### config.mk
export PLATFORM = sky130hd
export DESIGN_NAME = axi_stream_strip_header
export DESIGN_NICKNAME = d
export VERILOG_FILES = /design/src/rtl/axi_stream_strip_header.sv
export SDC_FILE = /design/constraint.sdc
export NUM_CORES = 1
export LEC_CHECK = 0
export BUFFER_PORTS_ARGS = -buffer_cell sky130_fd_sc_hd__buf_2
export CAP_MARGIN = 30
export CORE_ASPECT_RATIO = 0.7
export CORE_MARGIN = 2
export CORE_UTILIZATION = 59
export CTS_BUF_LIST = sky130_fd_sc_hd__clkbuf_2 sky130_fd_sc_hd__clkbuf_4 sky130_fd_sc_hd__clkbuf_8
export CTS_CLUSTER_SIZE = 30
export DETAILED_ROUTE_END_ITERATION = 12
export HOLD_SLACK_MARGIN = 0.15
export PLACE_DENSITY = 0.83
export SLEW_MARGIN = 20
export SYNTH_ARGS = -nofsm -noshare
export SYNTH_HDL_FRONTEND = slang
export SYNTH_SLANG_ARGS = --single-unit
### constraint.sdc
create_clock -name clk -period 4.7 [get_ports clk]
set_input_delay 0.47 -clock clk [delete_from_list [all_inputs] [get_ports clk]]
set_output_delay 0.47 -clock clk [all_outputs]
set_load 0.01 [all_outputs]
### src/rtl/axi_stream_strip_header.sv
// ---------------------------------------------------------------------------
// axi_stream_strip_header
//   Removes S leading bytes (S = byte_strip_cnt, one command per packet) from
//   an MSB-first AXI-Stream packet and re-packs the remainder so that every
//   output beat is full except the last, which is left-aligned.
//   Optional feature macro: STRIP_HDR_CAPTURE_EN
//     defined   -> hdr_valid_out / hdr_data_out / hdr_keep_out report the
//                  removed bytes, right-aligned, when the first beat is taken
//     undefined -> removed bytes are discarded, no extra ports or logic
// ---------------------------------------------------------------------------
module axi_stream_strip_header #(
    parameter int DATA_WD      = 32,
    parameter int DATA_BYTE_WD = DATA_WD / 8,
    parameter int BYTE_CNT_WD  = $clog2(DATA_BYTE_WD)
) (
    input  logic                    clk,
    input  logic                    rst_n,
    input  logic                    valid_in,
    input  logic [DATA_WD-1:0]      data_in,
    input  logic [DATA_BYTE_WD-1:0] keep_in,
    input  logic                    last_in,
    output logic                    ready_in,
    input  logic                    valid_strip,
    input  logic [BYTE_CNT_WD-1:0]  byte_strip_cnt,
    output logic                    ready_strip,
    output logic                    valid_out,
    output logic [DATA_WD-1:0]      data_out,
    output logic [DATA_BYTE_WD-1:0] keep_out,
    output logic                    last_out,
    input  logic                    ready_out
`ifdef STRIP_HDR_CAPTURE_EN
    ,
    output logic                    hdr_valid_out,
    output logic [DATA_WD-1:0]      hdr_data_out,
    output logic [DATA_BYTE_WD-1:0] hdr_keep_out
`endif
);

    localparam int CNT_WD    = $clog2(DATA_BYTE_WD + 1);
    localparam int BYTE_BITS = 8;

    typedef enum logic [1:0] {
        ST_IDLE   = 2'd0,
        ST_FIRST  = 2'd1,
        ST_STREAM = 2'd2,
        ST_FLUSH  = 2'd3
    } state_t;

    // Keep vector with the top n byte lanes set (left-aligned)
    function automatic logic [DATA_BYTE_WD-1:0] keep_top(input int n);
        logic [DATA_BYTE_WD-1:0] k;
        k = '0;
        for (int i = 0; i < DATA_BYTE_WD; i++) begin
            if (i < n) begin
                k[DATA_BYTE_WD-1-i] = 1'b1;
            end else begin
                k[DATA_BYTE_WD-1-i] = 1'b0;
            end
        end
        return k;
    endfunction

    // Expand a byte keep vector into a bit mask over the data bus
    function automatic logic [DATA_WD-1:0] keep_mask(input logic [DATA_BYTE_WD-1:0] k);
        logic [DATA_WD-1:0] m;
        m = '0;
        for (int i = 0; i < DATA_BYTE_WD; i++) begin
            if (k[i]) begin
                m[BYTE_BITS*i +: BYTE_BITS] = 8'hFF;
            end else begin
                m[BYTE_BITS*i +: BYTE_BITS] = 8'h00;
            end
        end
        return m;
    endfunction

    // Number of contiguous set keep bits counted down from the MSB lane
    function automatic int lead_ones(input logic [DATA_BYTE_WD-1:0] k);
        int   n;
        logic run;
        n   = 0;
        run = 1'b1;
        for (int i = DATA_BYTE_WD - 1; i >= 0; i--) begin
            if (run && k[i]) begin
                n = n + 1;
            end else begin
                run = 1'b0;
            end
        end
        return n;
    endfunction

    state_t                  state_q, state_d;
    logic [BYTE_CNT_WD-1:0]  s_q, s_d;
    logic [DATA_WD-1:0]      residue_q, residue_d;
    logic [CNT_WD-1:0]       flush_cnt_q, flush_cnt_d;
    logic                    ready_strip_q, ready_strip_d;
    logic                    valid_out_q, valid_out_d;
    logic [DATA_WD-1:0]      data_out_q, data_out_d;
    logic [DATA_BYTE_WD-1:0] keep_out_q, keep_out_d;
    logic                    last_out_q, last_out_d;

    logic                    load_s;
    logic                    ready_in_s;
    logic                    acc_in_s;
    logic                    acc_strip_s;
    int                      s_int_s;
    int                      lead_s;
    logic [DATA_WD-1:0]      shifted_s;
    logic [DATA_WD-1:0]      top_s;
    logic [DATA_WD-1:0]      full_s;

    // Shifted views of the incoming beat: residue part, head part, joined beat
    always_comb begin
        s_int_s   = int'(s_q);
        lead_s    = lead_ones(keep_in);
        shifted_s = data_in << (BYTE_BITS * s_int_s);
        // With S=0 the shift equals the bus width and yields zero, as intended
        top_s     = data_in >> (BYTE_BITS * (DATA_BYTE_WD - s_int_s));
        full_s    = residue_q | top_s;
    end

    // Handshake decode: the output register can take a beat when empty or draining
    always_comb begin
        load_s = !valid_out_q || ready_out;
        if ((state_q == ST_FIRST) || (state_q == ST_STREAM)) begin
            ready_in_s = load_s;
        end else begin
            ready_in_s = 1'b0;
        end
        acc_in_s    = valid_in && ready_in_s;
        acc_strip_s = valid_strip && ready_strip_q;
    end

    // Next-state and output-register computation for the strip FSM
    always_comb begin
        state_d     = state_q;
        s_d         = s_q;
        residue_d   = residue_q;
        flush_cnt_d = flush_cnt_q;
        data_out_d  = data_out_q;
        keep_out_d  = keep_out_q;
        last_out_d  = last_out_q;
        if (valid_out_q && ready_out) begin
            valid_out_d = 1'b0;
        end else begin
            valid_out_d = valid_out_q;
        end

        case (state_q)
            ST_IDLE: begin
                if (acc_strip_s) begin
                    s_d     = byte_strip_cnt;
                    state_d = ST_FIRST;
                end else begin
                    state_d = ST_IDLE;
                end
            end
            ST_FIRST: begin
                if (acc_in_s) begin
                    residue_d = shifted_s;
                    if (!last_in) begin
                        state_d = ST_STREAM;
                    end else begin
                        // Single-beat packet: emit only what survives the strip
                        state_d = ST_IDLE;
                        if (lead_s > s_int_s) begin
                            valid_out_d = 1'b1;
                            keep_out_d  = keep_top(lead_s - s_int_s);
                            data_out_d  = shifted_s & keep_mask(keep_top(lead_s - s_int_s));
                            last_out_d  = 1'b1;
                        end else begin
                            residue_d = '0;
                        end
                    end
                end else begin
                    state_d = ST_FIRST;
                end
            end
            ST_STREAM: begin
                if (acc_in_s) begin
                    residue_d   = shifted_s;
                    valid_out_d = 1'b1;
                    if (!last_in) begin
                        data_out_d = full_s;
                        keep_out_d = '1;
                        last_out_d = 1'b0;
                    end else if (lead_s <= s_int_s) begin
                        // Whole tail fits in this beat
                        keep_out_d = keep_top(DATA_BYTE_WD - s_int_s + lead_s);
                        data_out_d = full_s & keep_mask(keep_top(DATA_BYTE_WD - s_int_s + lead_s));
                        last_out_d = 1'b1;
                        state_d    = ST_IDLE;
                    end else begin
                        // Tail spills over: one more beat carries L-S residue bytes
                        data_out_d  = full_s;
                        keep_out_d  = '1;
                        last_out_d  = 1'b0;
                        flush_cnt_d = CNT_WD'(lead_s - s_int_s);
                        state_d     = ST_FLUSH;
                    end
                end else begin
                    state_d = ST_STREAM;
                end
            end
            ST_FLUSH: begin
                if (load_s) begin
                    valid_out_d = 1'b1;
                    keep_out_d  = keep_top(int'(flush_cnt_q));
                    data_out_d  = residue_q & keep_mask(keep_top(int'(flush_cnt_q)));
                    last_out_d  = 1'b1;
                    residue_d   = '0;
                    state_d     = ST_IDLE;
                end else begin
                    state_d = ST_FLUSH;
                end
            end
            default: begin
                state_d = ST_IDLE;
            end
        endcase

        ready_strip_d = (state_d == ST_IDLE);
    end

    // State and output registers
    always_ff @(posedge clk or negedge rst_n) begin
        if (!rst_n) begin
            state_q       <= ST_IDLE;
            s_q           <= '0;
            residue_q     <= '0;
            flush_cnt_q   <= '0;
            ready_strip_q <= 1'b0;
            valid_out_q   <= 1'b0;
            data_out_q    <= '0;
            keep_out_q    <= '0;
            last_out_q    <= 1'b0;
        end else begin
            state_q       <= state_d;
            s_q           <= s_d;
            residue_q     <= residue_d;
            flush_cnt_q   <= flush_cnt_d;
            ready_strip_q <= ready_strip_d;
            valid_out_q   <= valid_out_d;
            data_out_q    <= data_out_d;
            keep_out_q    <= keep_out_d;
            last_out_q    <= last_out_d;
        end
    end

    assign ready_in    = ready_in_s;
    assign ready_strip = ready_strip_q;
    assign valid_out   = valid_out_q;
    assign data_out    = data_out_q;
    assign keep_out    = keep_out_q;
    assign last_out    = last_out_q;

`ifdef STRIP_HDR_CAPTURE_EN
    // Keep vector with the low n byte lanes set (right-aligned)
    function automatic logic [DATA_BYTE_WD-1:0] keep_low(input int n);
        logic [DATA_BYTE_WD-1:0] k;
        k = '0;
        for (int i = 0; i < DATA_BYTE_WD; i++) begin
            if (i < n) begin
                k[i] = 1'b1;
            end else begin
                k[i] = 1'b0;
            end
        end
        return k;
    endfunction

    logic                    hdr_valid_q, hdr_valid_d;
    logic [DATA_WD-1:0]      hdr_data_q, hdr_data_d;
    logic [DATA_BYTE_WD-1:0] hdr_keep_q, hdr_keep_d;

    // Capture the removed head bytes when the first beat of a packet is taken
    always_comb begin
        hdr_data_d = hdr_data_q;
        hdr_keep_d = hdr_keep_q;
        if ((state_q == ST_FIRST) && acc_in_s && (s_q != '0)) begin
            hdr_valid_d = 1'b1;
            hdr_data_d  = top_s;
            hdr_keep_d  = keep_low(s_int_s);
        end else begin
            hdr_valid_d = 1'b0;
        end
    end

    // Header capture registers
    always_ff @(posedge clk or negedge rst_n) begin
        if (!rst_n) begin
            hdr_valid_q <= 1'b0;
            hdr_data_q  <= '0;
            hdr_keep_q  <= '0;
        end else begin
            hdr_valid_q <= hdr_valid_d;
            hdr_data_q  <= hdr_data_d;
            hdr_keep_q  <= hdr_keep_d;
        end
    end

    assign hdr_valid_out = hdr_valid_q;
    assign hdr_data_out  = hdr_data_q;
    assign hdr_keep_out  = hdr_keep_q;
`endif

endmodule
==> impl_metrics.csv <==
group,metric,value,unit
synthesis,synth-adder-area-share,4.21,%
synthesis,async_reset_ff_share,100,%
clock_tree,clk_latency,0.38,ns
outcome,status,"complete, no violations",
route,drt-initial-drc-count,818,
route,vias,5089,
power,pwr-share-seq,25.5,%
clock_tree,clockBufferDepth,2,
final_layout,syn2layout_area_growth,16.0,%
synthesis,ys_warn_count,0,
synthesis,post-synth-top-area-cell,"dfrtp_1",
clock_tree,htreeDepth,3,
clock_tree,numCtsBuffers,9,
timing,setup_slack,0.490,ns
die,fp.dieW,115,um
synthesis,syn_area_per_cell,9.24,um^2
route,dr.pass1.iters,6,
route,ant_nets,0,
setup_path,critPathCaptureType,"flip-flop",
setup_path,criticalPathCategory,"in -> reg",
die,core-area,8440,um^2
job,drv_cap,0,
setup_path,cp.required,4.98,ns
power,swShare,47.0,%
setup_path,crit_start,"keep_in[3]",
synthesis,synth-simple-area-share,14.1,%
timing,fmax,238,MHz
die,start_util,60.6,%
timing,setup_viol,0,
route,wl_per_cell,21.6,um
setup_path,worstReg2RegEnd,"data_out[16]",
clock_tree,postCtsSetupBuffers,0,
timing,hold_violations,0,
timing,rsz0062_at_grt,"no",
power,p_sw,2.11,mW
synthesis,ys_top_cells_by_count,"dfrtp_1, nor2_1, nand2_1",
power,pwr_density_cell,756,nW/um^2
die,row_count,28,
synthesis,synth-compound-area-share,26.6,%
synthesis,syn_inst,553,
power,power.total,4.48,mW
setup_path,cp.arrival,4.49,ns
synthesis,yosysMostFrequentCell,"dfrtp_1",
min_path,hp-class,"in -> reg",
synthesis,ys_types,60,
clock_tree,root_buffer,"clkbuf_8",
clock_tree,cts.sinks,78,
synthesis,synth_mux_area_share,11.4,%
timing,maxSlewHeadroom,35.2,%
setup_path,r2r-start,"s_q[1]",
timing,min_period,4.21,ns
global_route,grt_pass1_wl,25.0,mm
timing,maxSlewViolCount,0,
die,die_y,81.9,um
synthesis,synth_flop_cell,"dfrtp_1",
final_layout,final_core_util,70.2,%
synthesis,synth-xor-area-share,0.857,%
timing,whs,0.325,ns
placement,port-buffer-count,83,
route,viasPerCell,6.72,
die,dieArea,9440,um^2
timing,worst_pin_slew,0.965,ns
global_route,grt.total_usage,35.5,%
global_route,antenna_found_initial,0,
power,p_leak,2.71,nW
power,internal_power,2.38,mW
synthesis,synth_edf_count,0,
synthesis,synth-seq-cells,78,
global_route,globalRoute.totalOverflow,0,
setup_path,cp_max_fo,18,
final_layout,n_antenna_cell,0,
synthesis,yosys-top-cells-area,"dfrtp_1, mux2i_1, mux2_2, nor2_1, a22o_1",
min_path,hold_path_end,"s_q[1]",
synthesis,yosysTopAreaCellShare,38.2,%
min_path,worstHoldPathCells,2,
route,wl,16.4,mm
synthesis,synth_area,5110,um^2
die,io_pins,84,
placement,dp_hpwl,11.7,mm
synthesis,ys_seq_area_share,38.2,%
clock_tree,cts_tree,"built",
timing,finClkSkew,0.0150,ns
global_route,grt_max_degree,79,
clock_tree,path_clk_slew,0.09,ns
final_layout,final_net_count,692,
final_layout,drive_above_1_share,24.2,%
route,drc,0,
placement,place_ws,0.250,ns
power,p_comb_share,60.4,%
placement,gp_congestion,0.931,
timing,fin_tns_setup,0,ns
min_path,min_from,"byte_strip_cnt[1]",
setup_path,regToRegSetupSlack,0.57,ns
synthesis,synth_nets,613,
setup_path,worst_setup_path_start_kind,"primary input",
power,clock_power_share,14.1,%
power,vdd_drop_max,0.391,mV
synthesis,synth_top_family_by_area,"compound AO/OA/AOI/OAI gates",
setup_path,reg2reg_depth,13,
global_route,grt_pass1_vias,4548,
timing,period_share,89.6,%
==> worst max-delay path by stage <==
stage / end / slack, ns
after CTS: data_out[16] / 0.61
after global placement: data_out[28] / 0.41
after floorplan: data_out[24] / 0.41
after global routing: data_out[16] / 0.16
final: data_out[16] / 0.49
after detailed placement: data_out[16] / 0.25
==> logic make-up (layout without fill, tap and decap cells) <==
family	Yosys count	count (layout)
xor+xnor	5	5
fa+ha+maj	16	16
simple gates	158	158
buf+inv	58	142
other cells	1	1
flops	78	78
mux	55	55
compound gates	182	182
==> routing by layer <==
layer	GRT usage, %	routed length, um	share of wire, %	vias to the layer above
li1	-	-	-	2223
met3	10.2	2080	13	38
met2	51.8	7000	43	368
met4	8.92	222	1.4	0
met5	0	0	0	-
met1	52.1	7070	43	2460
==> cells in the final DEF, fill, tap and decap left out, types with 3 or more instances in the layout <==
| cell | count |
|---|---|
| o22ai_1 | 10 |
| mux2_2 | 24 |
| nand3_1 | 11 |
| nor2_1 | 60 |
| clkbuf_8 | 9 |
| nor2b_1 | 8 |
| inv_1 | 28 |
| a22oi_1 | 7 |
| bufinv_16 | 3 |
| ha_1 | 14 |
| a41oi_1 | 4 |
| dfrtp_1 | 77 |
| a221oi_1 | 12 |
| nor3_1 | 9 |
| a32oi_1 | 3 |
| o221ai_1 | 10 |
| a211oi_1 | 6 |
| mux2i_1 | 31 |
| a21oi_1 | 30 |
| buf_4 | 13 |
| o22a_1 | 9 |
| o21ai_0 | 26 |
| o21bai_1 | 10 |
| xnor2_1 | 5 |
| a221o_1 | 11 |
| buf_2 | 83 |
| a22o_1 | 23 |
| nand2_1 | 49 |
| a31oi_1 | 3 |
| and2_1 | 3 |
==> final cells by class <==
type / instances / area, um^2
clock buffers: 11 / 139
clock inverters: 5 / 108
fillers: 641 / 2510
inverters: 28 / 105
multi-input cells: 417 / 2920
flip-flops and latches: 78 / 1950
well taps: 120 / 150
repair buffers: 98 / 551
==> through the flow <==
step	cell area, um^2	std cells
2_1_floorplan	5110	553
4_1_cts	5890	755
6_report	5930	757
5_1_grt	5930	757
3_5_place_dp	5650	739
3_3_place_gp	5640	738
==> critical path, stage by stage <==
cell and delay, ns:
buf_2 0.12, nand2_2 0.14, inv_1 0.10, ha_1 0.29, nor2_1 0.12, nor2_1 0.08
ha_1 0.31, nor2b_1 0.17, nor3_1 0.16, ha_1 0.20, inv_1 0.08, ha_1 0.31
xnor2_1 0.22, o21ai_0 0.20, nor3_2 0.32, o21ba_2 0.45, nand3_1 0.41, o22ai_1 0.32
==> sequential cells by signal, indices dropped and copies added, names as in the netlist <==
signal / flops
ready_strip: 1
data_out: 32
valid_out: 1
keep_out: 4
s_q: 2
state_q: 2
residue_q: 32
last_out: 1
flush_cnt_q: 3
==> power by group through the flow <==
stage               sequential (mW)  clock, mW  combinational [mW]
global placement               1.13          0                2.54
global route                   1.17      0.662                2.92
floorplan                      1.17          0                1.80
finish                         1.14      0.632                2.71
detailed placement             1.14          0                2.62
CTS                            1.13      0.631                2.63
==> what timing repair did <==
item                                    in CTS  in global routing
hold buffers                                 0                  1
endpoints found under the setup margin       0                  0
resized for setup                            0                  0
hold endpoints to repair                     0                 19
No activity file was read; power rests on OpenSTA's default activity.
